--- config.mk ---
export PLATFORM = sky130hd
export DESIGN_NAME = dram_access_ctrl_flat
export DESIGN_NICKNAME = d
export VERILOG_FILES = /design/src/rtl/dram_ctrl_pkg.sv /design/src/rtl/dram_access_ctrl_if.sv /design/src/rtl/dram_access_ctrl_rr_arbiter2.sv /design/src/rtl/dram_access_ctrl.sv /design/src/flat_wrapper.sv
export SDC_FILE = /design/constraint.sdc
export NUM_CORES = 1
export LEC_CHECK = 0
export ABC_AREA = 1
export CORE_MARGIN = 2
export CORE_UTILIZATION = 40
export DETAILED_ROUTE_END_ITERATION = 10
export PLACE_DENSITY_LB_ADDON = 0.2
export SLEW_MARGIN = 20
export SYNTH_ARGS = -nofsm -noshare
export SYNTH_HDL_FRONTEND = slang
export SYNTH_SLANG_ARGS = --single-unit
--- constraint.sdc ---
create_clock -name clk -period 2.56 [get_ports clk]
set_clock_uncertainty 0.2 [all_clocks]
set_input_delay 0.256 -clock clk [delete_from_list [all_inputs] [get_ports clk]]
set_output_delay 0.256 -clock clk [all_outputs]
set_load 0.005 [all_outputs]
--- src/rtl/dram_ctrl_pkg.sv ---
// Shared types and constants for the image-DRAM access controller.
package dram_ctrl_pkg;

  typedef enum logic [1:0] {IDLE, XFER, DRAIN, RESP} state_t;

  localparam logic SIZE_BYTE      = 1'b0;
  localparam logic SIZE_WORD      = 1'b1;
  localparam int   BYTES_PER_WORD = 4;

  // Byte counter value of the final byte issued for an access of this size.
  function automatic logic [2:0] last_cnt(input logic size);
    return (size == SIZE_WORD) ? 3'(BYTES_PER_WORD - 1) : 3'd0;
  endfunction

endpackage

--- src/rtl/dram_access_ctrl_if.sv ---
// Requester-side bus of the DRAM access controller: two request ports and one shared response.
interface dram_access_ctrl_if #(
  parameter int ADDR_W = 16
);
  logic [1:0]        req_valid;
  logic [1:0]        req_ready;
  logic [1:0]        req_we;
  logic [1:0]        req_size;
  logic [ADDR_W-1:0] req_addr0;
  logic [ADDR_W-1:0] req_addr1;
  logic [31:0]       req_wdata0;
  logic [31:0]       req_wdata1;
  logic              rsp_valid;
  logic              rsp_id;
  logic [31:0]       rsp_rdata;

  modport slave (
    input  req_valid, req_we, req_size, req_addr0, req_addr1, req_wdata0, req_wdata1,
    output req_ready, rsp_valid, rsp_id, rsp_rdata
  );

  modport master (
    output req_valid, req_we, req_size, req_addr0, req_addr1, req_wdata0, req_wdata1,
    input  req_ready, rsp_valid, rsp_id, rsp_rdata
  );
endinterface

--- src/rtl/dram_access_ctrl_rr_arbiter2.sv ---
// Two-way round-robin arbiter; last_grant remembers the requester granted most recently.
module rr_arbiter2 (
  input  logic       clk,
  input  logic       rst_n,
  input  logic [1:0] req,
  input  logic       update,
  output logic [1:0] grant,
  output logic       last_grant
);

  always_comb begin
    grant = 2'b00;
    case (req)
      2'b01:   grant = 2'b01;
      2'b10:   grant = 2'b10;
      2'b11:   grant = last_grant ? 2'b01 : 2'b10;
      default: grant = 2'b00;
    endcase
  end

  // Starts at 1 so requester 0 wins the first tie.
  always_ff @(posedge clk or negedge rst_n) begin
    if (!rst_n)
      last_grant <= 1'b1;
    else if (update)
      last_grant <= grant[1];
  end

endmodule

--- src/rtl/dram_access_ctrl.sv ---
// Arbitrates two requesters onto a byte-wide DRAM, serialising word accesses little-endian.
module dram_access_ctrl
  import dram_ctrl_pkg::*;
#(
  parameter int ADDR_W = 16
) (
  input  logic               clk,
  input  logic               rst_n,
  dram_access_ctrl_if.slave  bus,
  output logic [ADDR_W-1:0]  dram_addr,
  output logic [7:0]         dram_wdata,
  output logic               dram_we,
  output logic               dram_re,
  input  logic [7:0]         dram_rdata,
  output logic               busy
);

  state_t            state, state_nx;
  logic [2:0]        cnt;
  logic              we_q, size_q;
  logic [ADDR_W-1:0] addr_q;
  logic [3:0][7:0]   wdata_q;
  logic [3:0][7:0]   rbuf, rmerge;
  logic [1:0]        cap_idx;
  logic [1:0]        grant;
  logic              last_grant;
  logic              take;
  logic              sel;

  rr_arbiter2 u_arb (
    .clk        (clk),
    .rst_n      (rst_n),
    .req        (bus.req_valid),
    .update     (take),
    .grant      (grant),
    .last_grant (last_grant)
  );

  assign take    = (state == IDLE) && (|bus.req_valid);
  assign sel     = grant[1];
  assign busy    = (state != IDLE);
  // The arbiter's last grant is the owner of the access in flight.
  assign bus.rsp_id    = busy & last_grant;
  assign bus.rsp_valid = (state == RESP);

  // Byte issued last cycle lands at index cnt-1; DRAIN uses cnt after the final increment.
  assign cap_idx = cnt[1:0] - 2'd1;

  always_comb begin
    rmerge          = rbuf;
    rmerge[cap_idx] = dram_rdata;
  end

  always_comb begin
    state_nx      = state;
    bus.req_ready = 2'b00;
    dram_addr     = '0;
    dram_wdata    = '0;
    dram_we       = 1'b0;
    dram_re       = 1'b0;
    case (state)
      IDLE: begin
        bus.req_ready = grant;
        if (take) state_nx = XFER;
      end
      XFER: begin
        dram_addr = addr_q + ADDR_W'(cnt);
        if (we_q) begin
          dram_we    = 1'b1;
          dram_wdata = wdata_q[cnt[1:0]];
        end else begin
          dram_re    = 1'b1;
        end
        if (cnt == last_cnt(size_q)) state_nx = we_q ? RESP : DRAIN;
      end
      DRAIN:   state_nx = RESP;
      RESP:    state_nx = IDLE;
      default: state_nx = IDLE;
    endcase
  end

  always_ff @(posedge clk or negedge rst_n) begin
    if (!rst_n) begin
      state         <= IDLE;
      cnt           <= '0;
      we_q          <= 1'b0;
      size_q        <= SIZE_BYTE;
      bus.rsp_rdata <= '0;
    end else begin
      state <= state_nx;
      if (take) begin
        cnt    <= '0;
        we_q   <= bus.req_we[sel];
        size_q <= bus.req_size[sel];
      end else if (state == XFER) begin
        cnt <= cnt + 3'd1;
      end
      if (state == DRAIN) bus.rsp_rdata <= rmerge;
    end
  end

  // Request payload and read assembly buffer.
  always_ff @(posedge clk) begin
    if (take) begin
      addr_q  <= sel ? bus.req_addr1  : bus.req_addr0;
      wdata_q <= sel ? bus.req_wdata1 : bus.req_wdata0;
      rbuf    <= '0;
    end else if (state == XFER && cnt != 3'd0) begin
      rbuf    <= rmerge;
    end
  end

endmodule

--- src/flat_wrapper.sv ---
// flat-port wrapper written by rule: the top's interface ports become plain ports
module dram_access_ctrl_flat import dram_ctrl_pkg::*;
#(
  parameter int ADDR_W = 16
)
  (clk, rst_n, dram_addr, dram_wdata, dram_we, dram_re, dram_rdata, busy, bus_req_valid, bus_req_we, bus_req_size, bus_req_addr0, bus_req_addr1, bus_req_wdata0, bus_req_wdata1, bus_req_ready, bus_rsp_valid, bus_rsp_id, bus_rsp_rdata);
  dram_access_ctrl_if #(.ADDR_W(ADDR_W)) bus_i ();
  input  logic clk;
  input  logic rst_n;
  output logic [ADDR_W-1:0] dram_addr;
  output logic [7:0] dram_wdata;
  output logic dram_we;
  output logic dram_re;
  input  logic [7:0] dram_rdata;
  output logic busy;
  input wire logic [$bits(bus_i.req_valid)-1:0] bus_req_valid;
  input wire logic [$bits(bus_i.req_we)-1:0] bus_req_we;
  input wire logic [$bits(bus_i.req_size)-1:0] bus_req_size;
  input wire logic [$bits(bus_i.req_addr0)-1:0] bus_req_addr0;
  input wire logic [$bits(bus_i.req_addr1)-1:0] bus_req_addr1;
  input wire logic [$bits(bus_i.req_wdata0)-1:0] bus_req_wdata0;
  input wire logic [$bits(bus_i.req_wdata1)-1:0] bus_req_wdata1;
  output wire logic [$bits(bus_i.req_ready)-1:0] bus_req_ready;
  output wire logic [$bits(bus_i.rsp_valid)-1:0] bus_rsp_valid;
  output wire logic [$bits(bus_i.rsp_id)-1:0] bus_rsp_id;
  output wire logic [$bits(bus_i.rsp_rdata)-1:0] bus_rsp_rdata;
  assign bus_i.req_valid = bus_req_valid;
  assign bus_i.req_we = bus_req_we;
  assign bus_i.req_size = bus_req_size;
  assign bus_i.req_addr0 = bus_req_addr0;
  assign bus_i.req_addr1 = bus_req_addr1;
  assign bus_i.req_wdata0 = bus_req_wdata0;
  assign bus_i.req_wdata1 = bus_req_wdata1;
  assign bus_req_ready = bus_i.req_ready;
  assign bus_rsp_valid = bus_i.rsp_valid;
  assign bus_rsp_id = bus_i.rsp_id;
  assign bus_rsp_rdata = bus_i.rsp_rdata;
  dram_access_ctrl #(.ADDR_W(ADDR_W)) u_core (.clk(clk), .rst_n(rst_n), .bus(bus_i), .dram_addr(dram_addr), .dram_wdata(dram_wdata), .dram_we(dram_we), .dram_re(dram_re), .dram_rdata(dram_rdata), .busy(busy));
endmodule
==> impl_results.md, run 1 <==
- Hold Vio Cnt, Final: 0
- Clock-pin transition on the worst setup and hold timing paths: 50 ps
- Wire length per cell after detailed routing: 14.1 um
- GRT Residual Overflow: 0
- Later-pin clock latency in the skew report: 410 ps
- Max-slew violations: 0
- Data arrival time of the critical path: 2150 ps
- Setup repair after global routing missed its margin: yes
- TritonCTS clock tree: built
- Clk sinks: 120
- Worst flop-to-flop path endpoint: u_core.we_q
- Netlist cell types: 33
- Synthesis-to-finish area growth: 43.4%
- Startpoint of the most critical hold path: bus_req_size[1]
- Leakage power of the design: 0.00397 uW
- Reg-to-reg slack, setup: 330 ps
- Max Buffers Root-to-Sink: 2
- List of most frequent post-synthesis cells: sky130_fd_sc_hd__nand2_1, sky130_fd_sc_hd__nor2_1, sky130_fd_sc_hd__a21oi_1, sky130_fd_sc_hd__o21ai_0, sky130_fd_sc_hd__edfxtp_1
- Count of pins on the block boundary: 175
- Worst Path Class, Setup: reg -> out
- Effective utilization at floorplan: 40.4%
- Reg2Reg Depth: 7
- Total non-filler cell area in the finished layout: 8710 um^2
- Final setup violation count: 2
- Result of the run: finished with violations
- Via count: 5606
- Shortest period the worst path allows: 2610 ps
- Maximum clock frequency: 383 MHz
- Tcrit/Tclk final: 102%
- Horiz. Die Dim: 127 um
- Yosys warning total: 0
- Initial antenna violation count: 0
- Die outline area: 16200 um^2
- Cell with the most instances after synthesis: sky130_fd_sc_hd__nand2_1
- Power Dens Cells: 1110 nW/um^2
- Failing checks: setup timing
- Startpoint of the most critical register-to-register path: u_core.state[0]
- Vias in the first global route: 5377
- Pre-CTS setup slack: 43.6 ps
- Min-Delay Path Class: in -> reg
- Gate count after technology mapping: 794
- Final nets: 1091
- Depth of the worst hold-timing path: 3
- Number of enable-type register cells in the synthesized netlist: 48
- Final HPWL from detailed placement: 11400 um
- Post-place instance area: 7930 um^2
- Worst VDD drop: 0.000653 V
- Synthesis-stage register bit count: 120
- Weighted congestion at the end of routability-driven global placement: 0.907
- Cell at the root of the clock tree: sky130_fd_sc_hd__clkbuf_16
- Share of async-settable or async-resettable flops after synthesis: 33.3%
- Post-synthesis area per instance: 7.65 um^2
- Worst path required time: 2100 ps
- Startpoint type of the worst setup path: flip-flop
- Sort of element at the end of the critical path: primary output
- Headroom to the max-slew limit: 38.0%
- Maximum level of the CTS H-tree: 4
- Remaining antenna violation count after routing: 0
- Cts bufs inserted: 17
- Initial DRC count: 412
- Number of core rows: 45
- Non-filler cells in the finished layout: 1167
- Final core area utilization: 57.9%
- Max-cap violations: 0
- GRT Util Overall: 21.0%
- Per-cell via count in the routed design: 4.80
- First drt pass iteration count: 5
- Sum of routed wire length over all layers: 16400 um
- Leading register cell type out of synthesis: sky130_fd_sc_hd__edfxtp_1
- Buffers added on ports: 174
- Slew of the pin with the lowest slew margin: 930 ps
- # placed instances: 1126
- Final antenna diode count: 0
- Capture endpoint of the worst hold path: u_core.size_q
- FILL cells: 1400
- Maximum fanout count along the critical path: 3
- Wire length of the first global-routing pass: 26700 um
- Share of cells above drive strength 1: 10.3%
- Worst setup margin: -49.9 ps
- Core footprint: 15000 um^2
- Yosys top cell area share: 23.7%
- Cell types with the largest area share after synthesis: sky130_fd_sc_hd__edfxtp_1, sky130_fd_sc_hd__nand2_1, sky130_fd_sc_hd__dfrtp_1, sky130_fd_sc_hd__dfxtp_1, sky130_fd_sc_hd__nor2_1
- Chip height: 127 um
- Pin count of the biggest net entering global routing: 58
- Syn_nets: 919
- Sequential element share of the synthesized area: 50.8%
- Post-synthesis cell type with the largest combined area: sky130_fd_sc_hd__edfxtp_1
- # DRC: 0
- Area of the mapped netlist: 6070 um^2
==> area by class of cell <==
class | count | area (um^2) | area share, %
Multi-Input combinational cell | 594 | 2740 | 31.5
Tap cell | 188 | 235 | 2.70
Timing Repair Buffer | 196 | 1910 | 21.9
Inverter | 37 | 144 | 1.65
Clock inverter | 9 | 86.3 | 0.991
Sequential cell | 120 | 3090 | 35.4
Clock buffer | 23 | 503 | 5.78
==> worst max path at each step <==
stage,slack (ps),cells after the start,startpoint,to
after floorplan,390,10,u_core.cnt[1],dram_addr[8]
after global placement,50,10,u_core.cnt[0],dram_addr[8]
after detailed placement,40,10,u_core.cnt[0],dram_addr[8]
after CTS,-60,12,u_core.cnt[0],dram_addr[14]
after global routing,-150,11,u_core.cnt[0],dram_addr[14]
final,-50,11,u_core.cnt[0],dram_addr[14]
==> critical path, stage by stage, from the launching register on <==
cell                      delay [ps]
sky130_fd_sc_hd__dfrtp_1         350
sky130_fd_sc_hd__ha_2            190
sky130_fd_sc_hd__inv_2            40
sky130_fd_sc_hd__fa_2            330
sky130_fd_sc_hd__inv_2            90
sky130_fd_sc_hd__nand3_4          90
sky130_fd_sc_hd__buf_6           140
sky130_fd_sc_hd__a21oi_4         130
sky130_fd_sc_hd__buf_6           120
sky130_fd_sc_hd__a21oi_1          60
sky130_fd_sc_hd__nor2_1          100
sky130_fd_sc_hd__buf_2           120
==> timing repair <==
action	in CTS	in global routing
endpoints found under the hold margin	39	0
setup buffers	8	0
pin swaps	7	9
resized for setup	56	32
endpoints found under the setup margin	25	18
hold buffers	1	0
==> cells by family after synthesis <==
kind of cell	after synthesis	share of synthesized area [%]
AOI/OAI and AO/OA	142	11.9
buffers and inverters	80	6.08
adders and majority gates	13	2.80
DFF	120	50.8
and+or+nand+nor	437	28.2
xor gates and xnor gates	2	0.289
==> power by group <==
part / leakage (uW) / internal, uW / switching [uW]
sequential: 0.00122 / 2810 / 390
clock: 0.000293 / 1480 / 842
combinational: 0.00246 / 1790 / 2380
total: 0.00397 / 6090 / 3620
==> registers in the layout (all words and copies together) (netlist names), 2 cells and up <==
name / cells
u_core.addr_q: 16
u_core.bus.rsp_rdata: 32
u_core.cnt: 3
u_core.rbuf: 32
u_core.state: 2
u_core.wdata_q: 32
==> stage by stage <==
| stage | power [uW] | TNS [ps] | hold slack [ps] |
|---|---|---|---|
| after floorplan | 5650 | 0 | -240 |
| after global placement | 7230 | 0 | 239 |
| after detailed placement | 7290 | 0 | 246 |
| after CTS | 9730 | -142 | 247 |
| after global routing | 10500 | -901 | 281 |
| final | 9700 | -58.2 | 263 |
==> layer usage <==
| layer | vias to the layer above | GRT usage (%) | wire (um) |
|---|---|---|---|
| met4 | 0 | 7.11 | 331 |
| met3 | 27 | 6.03 | 1080 |
| met2 | 182 | 35.4 | 7920 |
| met5 | - | 0 | 0 |
| li1 | 2898 | - | - |
| met1 | 2499 | 26.1 | 7120 |
==> layout by cell type, fill, tap and decap left out, drive strengths merged, types with 2 or more instances in the layout <==
master	Yosys	routed
buf	32	27
o21ai	61	61
clkbuf	11	26
ha	12	12
edfxtp	48	48
nand4	4	4
inv	36	39
dlymetal6s2s	0	2
nand2	287	287
clkinv	1	5
o21bai	2	2
clkdlybuf4s50	0	155
dlygate4sd2	0	8
dfxtp	32	32
dfrtp	39	39
a21oi	76	76
nand3	12	12
nor2	132	132
Power figures use the tool's default switching activity.
==> inputs of run 2 (changes only) <==
- CORE_UTILIZATION: 40 -> 45
- SKIP_LAST_GASP: unset -> 1
==> run 2 against run 1 <==
  * The run still ends with setup timing left
  * Sequential share of layout area grew 0.14 points
  * Non-clock buffer count is the same
  * Die area shrank 11%
  * Count of clock-buffer cells in the layout shrank 3
  * Combinational power grew 2%
  * Critical path depth grew 1
  * Utilization grew 7.8 points
  * Critical path type unchanged
==> impl_results.md, run 2 (synthesized netlist as in run 1, its figures left out) <==
- Result of the run: finished with violations (unchanged)
- Failing checks: setup timing (unchanged)
- Tcrit/Tclk final: 104% (was 102%)
- Share of cells above drive strength 1: 9.81% (was 10.3%)
- Area of the multi-input gates: 2730 um^2 (was 2740 um^2)
- Maximum clock frequency: 375 MHz (was 383 MHz)
- Wire length of the first global-routing pass: 26500 um (was 26700 um)
- Per-cell via count in the routed design: 4.85 (was 4.80)
- Leakage power of the design: 0.00394 uW (was 0.00397 uW)
- Reg-to-reg slack, setup: 190 ps (was 330 ps)
- Final nets: 1091 (unchanged)
- Worst VDD drop: 0.000637 V (was 0.000653 V)
- Combinational share of power: 43.6% (was 43.0%)
- Pin count of the biggest net entering global routing: 58 (unchanged)
- Final antenna diode count: 0 (unchanged)
- Reg area: 3090 um^2 (unchanged)
- Max-cap violations: 0 (unchanged)
- Most common library cell in the layout ignoring fill and taps: sky130_fd_sc_hd__nand2_1 (unchanged)
- Sort of element at the end of the critical path: primary output (unchanged)
- Slew of the pin with the lowest slew margin: 1020 ps (was 930 ps)
- Headroom to the max-slew limit: 31.6% (was 38.0%)
- Buffers added on ports: 174 (unchanged)
- Cts bufs inserted: 17 (unchanged)
- Number of core rows: 42 (was 45)
- Post-place instance area: 7940 um^2 (was 7930 um^2)
- GRT Util Overall: 23.4% (was 21.0%)
- Final HPWL from detailed placement: 10900 um (was 11400 um)
- Initial antenna violation count: 0 (unchanged)
- Power Dens Cells: 1120 nW/um^2 (was 1110 nW/um^2)
- Power share of the sequential group: 32.8% (was 33.0%)
- Maximum fanout count along the critical path: 3 (unchanged)
- Proportion of power drawn by the clock network: 23.6% (was 24.0%)
- Sequence of cells on the critical path: ha_2 -> inv_2 -> fa_2 -> inv_2 -> nand3_4 -> nand2_4 -> buf_12 -> buf_6 -> nand3_4 -> o21ai_2 -> nor2_1 -> buf_2 (was ha_2 -> inv_2 -> fa_2 -> inv_2 -> nand3_4 -> buf_6 -> a21oi_4 -> buf_6 -> a21oi_1 -> nor2_1 -> buf_2)
- Vias in the first global route: 5496 (was 5377)
- Die outline area: 14400 um^2 (was 16200 um^2)
- Final core area utilization: 65.8% (was 57.9%)
- Core footprint: 13200 um^2 (was 15000 um^2)
- TritonCTS clock tree: built (unchanged)
- Via count: 5606 (unchanged)
- Startpoint type of the worst setup path: flip-flop (unchanged)
- Wire length per cell after detailed routing: 13.9 um (was 14.1 um)
- Setup TNS: -221 ps (was -58.2 ps)
- FILL cells: 1162 (was 1400)
- Max Buffers Root-to-Sink: 2 (unchanged)
- First drt pass iteration count: 4 (was 5)
- Count of pins on the block boundary: 175 (unchanged)
- Worst setup margin: -109 ps (was -49.9 ps)
- Regs by FF count: u_core.bus.rsp_rdata x32, u_core.rbuf x32, u_core.wdata_q x32 (unchanged)
- Data arrival time of the critical path: 2210 ps (was 2150 ps)
- Switching fraction of total power: 38.0% (was 37.3%)
- Worst path required time: 2100 ps (about the same)
- Max-slew violations: 0 (unchanged)
- Weighted congestion at the end of routability-driven global placement: 0.846 (was 0.907)
- Clock-pin transition on the worst setup and hold timing paths: 60 ps (was 50 ps)
- Switching component of the power: 3690 uW (was 3620 uW)
- Cell at the root of the clock tree: sky130_fd_sc_hd__clkbuf_16 (unchanged)
- Slowest stage cell, crit path: sky130_fd_sc_hd__fa_2 (was sky130_fd_sc_hd__dfrtp_1)
- Horiz. Die Dim: 120 um (was 127 um)
- Internal cell power: 6020 uW (was 6090 uW)
- Setup repair after global routing missed its margin: yes (unchanged)
- Min-Delay Path Class: in -> reg (unchanged)
- Final setup violation count: 5 (was 2)
- Worst Path Class, Setup: reg -> out (unchanged)
- Maximum level of the CTS H-tree: 4 (unchanged)
- Shortest period the worst path allows: 2670 ps (was 2610 ps)
- Total non-filler cell area in the finished layout: 8670 um^2 (was 8710 um^2)
- Pre-CTS setup slack: -23.3 ps (was 43.6 ps)
- Hold Vio Cnt, Final: 0 (unchanged)
- # DRC: 0 (unchanged)
- Sum of routed wire length over all layers: 16000 um (was 16400 um)
- Later-pin clock latency in the skew report: 410 ps (about the same)
- Clk sinks: 120 (unchanged)
- Chip height: 120 um (was 127 um)
- Initial DRC count: 442 (was 412)
- Effective utilization at floorplan: 46.0% (was 40.4%)
- Peak per-stage delay on the critical path: 380 ps (was 350 ps)
- GRT Residual Overflow: 0 (unchanged)
- Leading cell types in the layout, fill and taps excluded: sky130_fd_sc_hd__nand2_1, sky130_fd_sc_hd__clkdlybuf4s50_1, sky130_fd_sc_hd__nor2_1 (unchanged)
- Synthesis-to-finish area growth: 42.9% (was 43.4%)
- Remaining antenna violation count after routing: 0 (unchanged)
-- run 2: per-layer routing --
metal	wire, um	up-vias	global-route usage, %
li1	-	2896	-
met5	0	-	0
met1	7150	2533	29.8
met3	950	15	6.99
met2	7710	162	37.7
met4	225	0	8.46
-- run 2: worst max-delay path: cells and delay by family, from the launching register on --
kind	cells	cell delay [ps]
fa+ha+maj	2	580
compound gates	1	140
simple gates	4	290
buf+inv	5	440
flops	1	360
-- run 2: final timing paths --
| path | startpoint | cells after the start | endpoint |
|---|---|---|---|
| max | u_core.cnt[0] | 12 | dram_addr[10] |
| max reg2reg | u_core.state[0] | 5 | u_core.bus.rsp_rdata[30] |
| max in group asynchronous | rst_n | 2 | u_core.state[0] |
| min | bus_req_size[1] | 3 | u_core.size_q |
| min reg2reg | u_core.bus.rsp_rdata[11] | 2 | u_core.bus.rsp_rdata[11] |
| min in group asynchronous | rst_n | 2 | u_core.bus.rsp_rdata[20] |
-- run 2: area by class of cell --
type                       count  area share (%)
inverter                      37            1.66
clock inverter                12           0.995
sequential                   120            35.6
tap                          176            2.54
multi-input combinational    594            31.5
clock buffer                  20            5.77
timing repair buffer         196            22.0
-- run 2: what timing repair did --
item,CTS,global route
endpoints found under the setup margin,25,19
hold buffers,1,0
pin swaps,4,13
hold endpoints to repair,39,0
buffers inserted,5,2
resized for setup,43,25
-- run 2: through the flow --
| step | power [uW] | hold WS [ps] | cells |
|---|---|---|---|
| CTS | 9710 | 245 | 1153 |
| floorplan | 5650 | -240 | 794 |
| finish | 9720 | 261 | 1155 |
| global placement | 7240 | 235 | 1115 |
| detailed placement | 7320 | 234 | 1115 |
| global route | 10500 | 273 | 1155 |
-- run 2: power groups by stage --
| stage | registers, uW | clock network [uW] | logic (uW) |
|---|---|---|---|
| final | 3190 | 2300 | 4240 |
| after global placement | 3170 | 0 | 4070 |
| after global routing | 3250 | 2430 | 4780 |
| after floorplan | 3130 | 0 | 2520 |
| after detailed placement | 3200 | 0 | 4130 |
| after CTS | 3170 | 2340 | 4200 |
